[config.mk]
export PLATFORM = sky130hd
export DESIGN_NAME = dbus_axil_master
export DESIGN_NICKNAME = d
export VERILOG_FILES = /design/src/rtl/dbus_axil_master.sv
export SDC_FILE = /design/constraint.sdc
export NUM_CORES = 1
export LEC_CHECK = 0
export BUFFER_PORTS_ARGS = -buffer_cell sky130_fd_sc_hd__buf_4
export CAP_MARGIN = 20
export CORE_ASPECT_RATIO = 1.2
export CORE_MARGIN = 8
export CORE_UTILIZATION = 40
export CTS_CLUSTER_DIAMETER = 40
export DETAILED_ROUTE_END_ITERATION = 6
export HOLD_SLACK_MARGIN = 0.1
export PLACE_DENSITY = 0.74
export SYNTH_ARGS = -nofsm -noshare
export SYNTH_HDL_FRONTEND = slang
export SYNTH_SLANG_ARGS = --single-unit
[constraint.sdc]
create_clock -name clk -period 3.7 [get_ports clk]
set_input_delay 0.555 -clock clk [delete_from_list [all_inputs] [get_ports clk]]
set_output_delay 0.555 -clock clk [all_outputs]
set_load 0.02 [all_outputs]
[src/rtl/dbus_axil_master.sv]
// dbus_axil_master: LSU data-bus to AXI4-Lite master, one outstanding access at a time.
// Optional DBUS_RESP_CHECK_EN reports non-OKAY responses on dbus_err_o and records err_addr.
module dbus_axil_master (
  input  logic        clk,
  input  logic        rst,
  input  logic        dbus_req_i,
  input  logic        dbus_we_i,
  input  logic [31:0] dbus_addr_i,
  input  logic [31:0] dbus_wdata_i,
  input  logic [3:0]  dbus_sel_i,
  output logic [31:0] dbus_rdata_o,
  output logic        dbus_ack_o,
  output logic        dbus_err_o,
  output logic        stall_o,
  output logic        m_awvalid,
  input  logic        m_awready,
  output logic [31:0] m_awaddr,
  output logic [2:0]  m_awprot,
  output logic        m_wvalid,
  input  logic        m_wready,
  output logic [31:0] m_wdata,
  output logic [3:0]  m_wstrb,
  input  logic        m_bvalid,
  output logic        m_bready,
  input  logic [1:0]  m_bresp,
  output logic        m_arvalid,
  input  logic        m_arready,
  output logic [31:0] m_araddr,
  output logic [2:0]  m_arprot,
  input  logic        m_rvalid,
  output logic        m_rready,
  input  logic [31:0] m_rdata,
  input  logic [1:0]  m_rresp
);
  typedef enum logic [2:0] {IDLE, RD_ADDR, RD_DATA, WR_REQ, WR_RESP, DONE} state_t;
  state_t      state_q;
  logic [31:0] addr_q, wdata_q, rdata_q;
  logic [3:0]  sel_q;
  logic        awvalid_q, wvalid_q, bready_q, arvalid_q, rready_q, ack_q;
  logic        aw_done_q, w_done_q, aw_done_d, w_done_d;
  logic        unused_addr_lsb;
  assign aw_done_d = aw_done_q | (awvalid_q & m_awready);
  assign w_done_d  = w_done_q | (wvalid_q & m_wready);
  assign unused_addr_lsb = ^dbus_addr_i[1:0];
  always_ff @(posedge clk or posedge rst) begin
    if (rst) begin
      state_q   <= IDLE;
      addr_q    <= '0;
      wdata_q   <= '0;
      sel_q     <= '0;
      rdata_q   <= '0;
      awvalid_q <= 1'b0;
      wvalid_q  <= 1'b0;
      bready_q  <= 1'b0;
      arvalid_q <= 1'b0;
      rready_q  <= 1'b0;
      ack_q     <= 1'b0;
      aw_done_q <= 1'b0;
      w_done_q  <= 1'b0;
    end else begin
      ack_q <= 1'b0;
      case (state_q)
        IDLE: if (dbus_req_i) begin
          addr_q  <= {dbus_addr_i[31:2], 2'b00};
          wdata_q <= dbus_wdata_i;
          sel_q   <= dbus_sel_i;
          if (!dbus_we_i) begin
            state_q   <= RD_ADDR;
            arvalid_q <= 1'b1;
          end else if (|dbus_sel_i) begin
            state_q   <= WR_REQ;
            awvalid_q <= 1'b1;
            wvalid_q  <= 1'b1;
            aw_done_q <= 1'b0;
            w_done_q  <= 1'b0;
          end else begin
            state_q <= DONE;
            ack_q   <= 1'b1;
          end
        end
        RD_ADDR: if (m_arready) begin
          arvalid_q <= 1'b0;
          rready_q  <= 1'b1;
          state_q   <= RD_DATA;
        end
        RD_DATA: if (m_rvalid) begin
          rready_q <= 1'b0;
          rdata_q  <= m_rdata;
          ack_q    <= 1'b1;
          state_q  <= DONE;
        end
        WR_REQ: begin
          aw_done_q <= aw_done_d;
          w_done_q  <= w_done_d;
          if (m_awready) awvalid_q <= 1'b0;
          if (m_wready) wvalid_q <= 1'b0;
          if (aw_done_d & w_done_d) begin
            bready_q <= 1'b1;
            state_q  <= WR_RESP;
          end
        end
        WR_RESP: if (m_bvalid) begin
          bready_q <= 1'b0;
          ack_q    <= 1'b1;
          state_q  <= DONE;
        end
        default: state_q <= IDLE;
      endcase
    end
  end
`ifdef DBUS_RESP_CHECK_EN
  logic        err_q, resp_err_d, unused_err_addr;
  logic [31:0] err_addr_q;
  assign resp_err_d = (state_q == RD_DATA && m_rvalid && m_rresp != 2'b00) ||
                      (state_q == WR_RESP && m_bvalid && m_bresp != 2'b00);
  assign unused_err_addr = ^err_addr_q;
  always_ff @(posedge clk or posedge rst) begin
    if (rst) begin
      err_q      <= 1'b0;
      err_addr_q <= '0;
    end else begin
      err_q <= resp_err_d;
      if (resp_err_d) err_addr_q <= addr_q;
    end
  end
  assign dbus_err_o = err_q;
`else
  logic unused_resp;
  assign unused_resp = ^{m_rresp, m_bresp};
  assign dbus_err_o  = 1'b0;
`endif
  assign dbus_rdata_o = rdata_q;
  assign dbus_ack_o   = ack_q;
  assign stall_o      = dbus_req_i & ~ack_q;
  assign m_awvalid    = awvalid_q;
  assign m_awaddr     = addr_q;
  assign m_awprot     = 3'b000;
  assign m_wvalid     = wvalid_q;
  assign m_wdata      = wdata_q;
  assign m_wstrb      = sel_q;
  assign m_bready     = bready_q;
  assign m_arvalid    = arvalid_q;
  assign m_araddr     = addr_q;
  assign m_arprot     = 3'b000;
  assign m_rready     = rready_q;
endmodule

Word-level counts from Yosys, hierarchy flattened:

Cells that the tools add are included.
W data, S select, Z words.

* eq/ne operators: 14
* mux-type cells: 36
* bitwise gates (word level): 7
* reduce and logical (&&, ||, !) cells: 15

Operators by type and width (count)
* $mux W3: 7
* $mux W1: 20
* $ne A2 B2 Y1 const B: 10
* $pmux W3 S5: 1
* $reduce_and A5 Y1: 3
* $pmux W1 S2: 7
* $reduce_and A4 Y1: 2
* $reduce_bool A2 Y1: 4
* $eq A3 B2 Y1 const B: 2
* $reduce_and A3 Y1: 2
* $and A1 B1 Y1: 4
* $reduce_and A2 Y1: 2
* $reduce_or A4 Y1: 1
* $eq A3 B1 Y1 const B: 1
* $eq A3 B3 Y1 const B: 1
* $logic_not A3 Y1: 1
* $pmux W1 S3: 1
* $or A1 B1 Y1: 2
* $not A1 Y1: 1

* flip-flop bits (word level): 109
* input port bits: 113
* output and inout port bits: 146

Longest topological paths before layout:

* depth after elaboration: 5
* depth in mapped cells: 6
* depth with buffers taken out: 4

Worst setup path after synthesis:

No wires, ideal clock.

* path kind: input to register
* from: input dbus_sel_i[1]
* to: register awvalid_q (netlist: m_awvalid)
* setup time: 118 ps
* data arrival time: 1502 ps
* data required time: 3582 ps
* path slack: 2080 ps
* stages on the path: 3
* buffers on the path: 0
* path through: or4_1 and3_1 a21o_1

* longest elaborated chain between the ends: 3

Ends and longest elaborated chain
* start, declared: RTL line 10 `input logic [3:0] dbus_sel_i,`
* $reduce_or A4 Y1: RTL line 70 `end else if (|dbus_sel_i) begin`
* $ne A2 B2 Y1 (no line)
* $reduce_and A5 Y1 (no line)
* end signal, assigned: RTL line 52 `awvalid_q <= 1'b0;`
* end signal, assigned: RTL line 72 `awvalid_q <= 1'b1;`
* end signal, assigned: RTL line 95 `if (m_awready) awvalid_q <= 1'b0;`
* end, declared: RTL line 39 `logic awvalid_q, wvalid_q, bready_q, arvalid_q, rready_q, ack_q;`

Every way passes these cells.
A chain may end at the register's enable or synchronous reset.

Worst setup path in the final report:

* from: register state_q[0]
* to: register rdata_q[30] (netlist: dbus_rdata_o[30])

* longest elaborated chain between the ends: 2

Ends and longest elaborated chain
* start, declared: RTL line 36 `state_t state_q;`
* start signal, assigned: RTL line 47 `state_q <= IDLE;`
* start signal, assigned: RTL line 68 `state_q <= RD_ADDR;`
* start signal, assigned: RTL line 71 `state_q <= WR_REQ;`
* $eq A3 B2 Y1: RTL line 62 `case (state_q)`
* $reduce_and A2 Y1 (no line)
* end signal, assigned: RTL line 88 `rdata_q <= m_rdata;`
* end, declared: RTL line 37 `logic [31:0] addr_q, wdata_q, rdata_q;`

Every way passes these cells.

==> results.json <==
{
  "yosys_register_bits": 109,
  "timing_max_transition_violations_final": 0,
  "part_of_the_power_in_registers_pct": 34.6,
  "portBuffers": 241,
  "synth.avg_cell_area_sq_um": 14.4,
  "hold_violations": 0,
  "grt_antenna_before_repair": 0,
  "dr.pass1.iters": 3,
  "filler_cell_count": 882,
  "area_delta_synth_final_pct": 43.3,
  "worstSetupEndpointType": "flop",
  "cts_tree": "done",
  "share_of_total_power_consumed_by_net_switching_pct": 38.8,
  "wire_per_inst_microns": 17.2,
  "rows": 42,
  "clock_sinks": 109,
  "p_clk_share_pct": 14.3,
  "final_cell_utilization_of_the_core_pct": 59.1,
  "maxClockFrequency_mhz": 415,
  "dieArea_sq_um": 15100,
  "yosys-top-cells-area": "sky130_fd_sc_hd__dfrtp_1 60%, sky130_fd_sc_hd__mux2_2 24%, sky130_fd_sc_hd__buf_4 7.9%, sky130_fd_sc_hd__buf_2 0.66%, sky130_fd_sc_hd__nor2_1 0.57%",
  "drt_iter0_markers": 79,
  "critical_path_fanouts_max": 18,
  "max_cap_viol": 0,
  "clock_latency_ps": 330,
  "fp.dieH_microns": 133,
  "totalNegativeSetupSlack_ps": 0,
  "power-per-cell-area_nw_per_um2": 980,
  "grt_pass1_vias": 3352,
  "cell_area_synth_sq_um": 4570,
  "hp-class": "primary input to asynchronous set/reset pin",
  "cellLeakagePower_uw": 0.00317,
  "critPathRequiredTime_ps": 3920,
  "critical_path_arrival_ps": 2630,
  "antenna_cells": 0,
  "nets": 642,
  "post_drt_via_cell_ratio": 4.63,
  "max_slew.worst_pin.slew_ps": 773,
  "rsz0062_at_grt": "false",
  "die_x_microns": 114,
  "relSlewSlack_pct": 48.4,
  "synth_largest_area_cell": "sky130_fd_sc_hd__dfrtp_1",
  "ys.flop_type": "sky130_fd_sc_hd__dfrtp_1",
  "routed-via-count": 3170,
  "rr_worst_depth": 4,
  "worst-r2r-setup-slack_ps": 1290,
  "post_synth_num_cell_types": 30,
  "cts_made_buffers": 9,
  "ctsHtreeMaxLevel": 3,
  "synth_cells": 317,
  "maximum_number_of_buffers_from_clock_root_to_sink": 2,
  "run_status": "finished, final reports clean",
  "netSwitchingPower_uw": 2490,
  "overflow": 0,
  "core_region_area_sq_um": 11100,
  "route.final.wire_length_mm": 11.8,
  "worstReg2RegStart": "state_q[0]$_DFFE_PP0P_",
  "layout.area.seq_sq_um": 2730,
  "initial_utilization_pct": 41.2,
  "all_layer_gr_usage_pct": 14.9,
  "fin_crit_sh_pct": 65.1,
  "synth-seq-area-share_pct": 59.7,
  "post-synth-top-area-fraction_pct": 59.7,
  "gp_congestion": 0.743,
  "power_report.internal_total_uw": 3930,
  "synthesis.yosys.warnings": 0,
  "io_pins": 259,
  "worstSetupStartpointType": "flop",
  "synth_edf_count": 0,
  "detail-route-antenna-nets": 0,
  "power.ir.vdd_worst_v": 0.000487,
  "dp_hpwl_mm": 9.18,
  "area_taken_by_multi_input_logic_gates_sq_um": 1470,
  "cts.hold.buffers_added": 0,
  "worstReg2RegEnd": "dbus_rdata_o[30]$_DFFE_PP0P_",
  "setup_violations": 0,
  "post_cts_resized": 0,
  "grt_start_max_net_pins": 87,
  "drc_errors": 0,
  "cts_root_buf": "sky130_fd_sc_hd__clkbuf_16",
  "async_flop_share_pct": 100,
  "type_of_the_worst_setup_path": "flop to flop",
  "pwr-share-comb_pct": 51.2,
  "min_period_ps": 2410,
  "cts.repair_timing.setup_buffer_count": 0,
  "clk_transition_reported_paths_ps": 70,
  "clock_skew_ps": 4.39,
  "first_pass_grt_wire_length_mm": 17.9,
  "drive_gt1_share_pct": 67.9
}
-- worst max path at each step --
stage	startpoint	to	slack (ps)	cells past startpoint
final	state_q[0]$_DFFE_PP0P_	dbus_rdata_o[30]$_DFFE_PP0P_	1290	4
after global routing	state_q[0]$_DFFE_PP0P_	dbus_rdata_o[30]$_DFFE_PP0P_	1160	4
after global placement	state_q[0]$_DFFE_PP0P_	dbus_rdata_o[25]$_DFFE_PP0P_	1370	4
after CTS	state_q[0]$_DFFE_PP0P_	dbus_rdata_o[30]$_DFFE_PP0P_	1260	4
after floorplan	rst	aw_done_q$_DFFE_PP0P_	270	1
after detailed placement	state_q[0]$_DFFE_PP0P_	dbus_rdata_o[30]$_DFFE_PP0P_	1280	4
-- sequential cells by signal (all words and copies together) (netlist names) --
name,count
m_wdata,32
aw_done_q,1
m_bready,1
state_q,3
m_wvalid,1
dbus_ack_o,1
m_awvalid,1
m_rready,1
dbus_rdata_o,32
m_arvalid,1
w_done_q,1
m_araddr,30
m_wstrb,4
-- final cells by class --
class | count | area share [%]
Clock inverter | 2 | 0.573
Tap cell | 154 | 2.94
Timing Repair Buffer | 246 | 28.5
Sequential cell | 109 | 41.6
Clock buffer | 10 | 3.65
Multi-Input combinational cell | 159 | 22.5
Inverter | 4 | 0.267
-- cell families (layout without fill, tap and decap cells) --
kind of cell | Yosys count | count (layout) | synth area share, %
other | 1 | 11 | 0.0820
multiplexers | 99 | 99 | 24.4
flip-flops | 109 | 109 | 59.7
buffers and inverters | 59 | 262 | 8.95
AND/OR/NAND/NOR | 28 | 28 | 4.08
AO/OA/AOI/OAI | 21 | 21 | 2.85
-- power groups by stage --
stage / sequential, uW / combinational [uW] / clock [uW]
finish: 2220 / 3290 / 915
global route: 2300 / 3470 / 988
CTS: 2230 / 3340 / 946
detailed placement: 2240 / 3340 / 0
global placement: 2200 / 3290 / 0
floorplan: 2850 / 1430 / 0
-- metrics by stage --
| stage | setup slack (ps) | instance area (sq um) | total power [uW] | hold slack, ps | instances |
|---|---|---|---|---|---|
| 2_1_floorplan | 271 | 4610 | 4280 | 467 | 327 |
| 3_3_place_gp | 1370 | 6250 | 5490 | 485 | 671 |
| 3_5_place_dp | 1280 | 6250 | 5580 | 496 | 671 |
| 4_1_cts | 1260 | 6530 | 6510 | 408 | 683 |
| 5_1_grt | 1160 | 6550 | 6760 | 152 | 684 |
| 6_report | 1290 | 6550 | 6420 | 152 | 684 |
-- cell usage in the layout, fill, tap and decap left out, types with 2 or more instances in the layout --
master	netlist	final
sky130_fd_sc_hd__nor2_1	7	7
sky130_fd_sc_hd__o21ai_0	4	4
sky130_fd_sc_hd__conb_1	1	11
sky130_fd_sc_hd__a31oi_1	4	4
sky130_fd_sc_hd__nand2_1	5	5
sky130_fd_sc_hd__o31ai_1	2	2
sky130_fd_sc_hd__nor2b_1	2	2
sky130_fd_sc_hd__nand3_1	3	3
sky130_fd_sc_hd__dfrtp_1	109	109
sky130_fd_sc_hd__buf_4	48	245
sky130_fd_sc_hd__a41oi_1	2	2
sky130_fd_sc_hd__inv_1	4	3
sky130_fd_sc_hd__or4_1	2	2
sky130_fd_sc_hd__o22ai_1	2	2
sky130_fd_sc_hd__clkbuf_16	0	9
sky130_fd_sc_hd__mux2_2	98	98
sky130_fd_sc_hd__a21oi_1	5	5
-- worst max-delay path, cell delays in order, from the launching register on --
cell and delay (ps):
sky130_fd_sc_hd__dfrtp_1 600, sky130_fd_sc_hd__nand2b_4 260, sky130_fd_sc_hd__nor3b_4 660, sky130_fd_sc_hd__buf_4 380
sky130_fd_sc_hd__mux2_2 370
-- layer usage --
metal  global-route usage [%]  share of wire (%)  vias to the layer above
met3                     6.15                 11                       14
li1                         -                  -                     1471
met1                     16.0                 37                     1541
met4                     6.23                1.7                        0
met2                     25.3                 51                      144
met5                        0                  0                        -
-- Yosys cell counts (all sizes together), types with 2 or more instances --
cell / count
dfrtp: 109
nor2b: 2
mux2: 99
a41oi: 2
o22ai: 2
nor3b: 2
a21oi: 5
inv: 4
nor2: 7
nand3: 3
nand2: 5
o21ai: 4
a31oi: 4
or4: 2
buf: 54
o31ai: 2
Note: power is estimated with default switching activity, not from simulation.
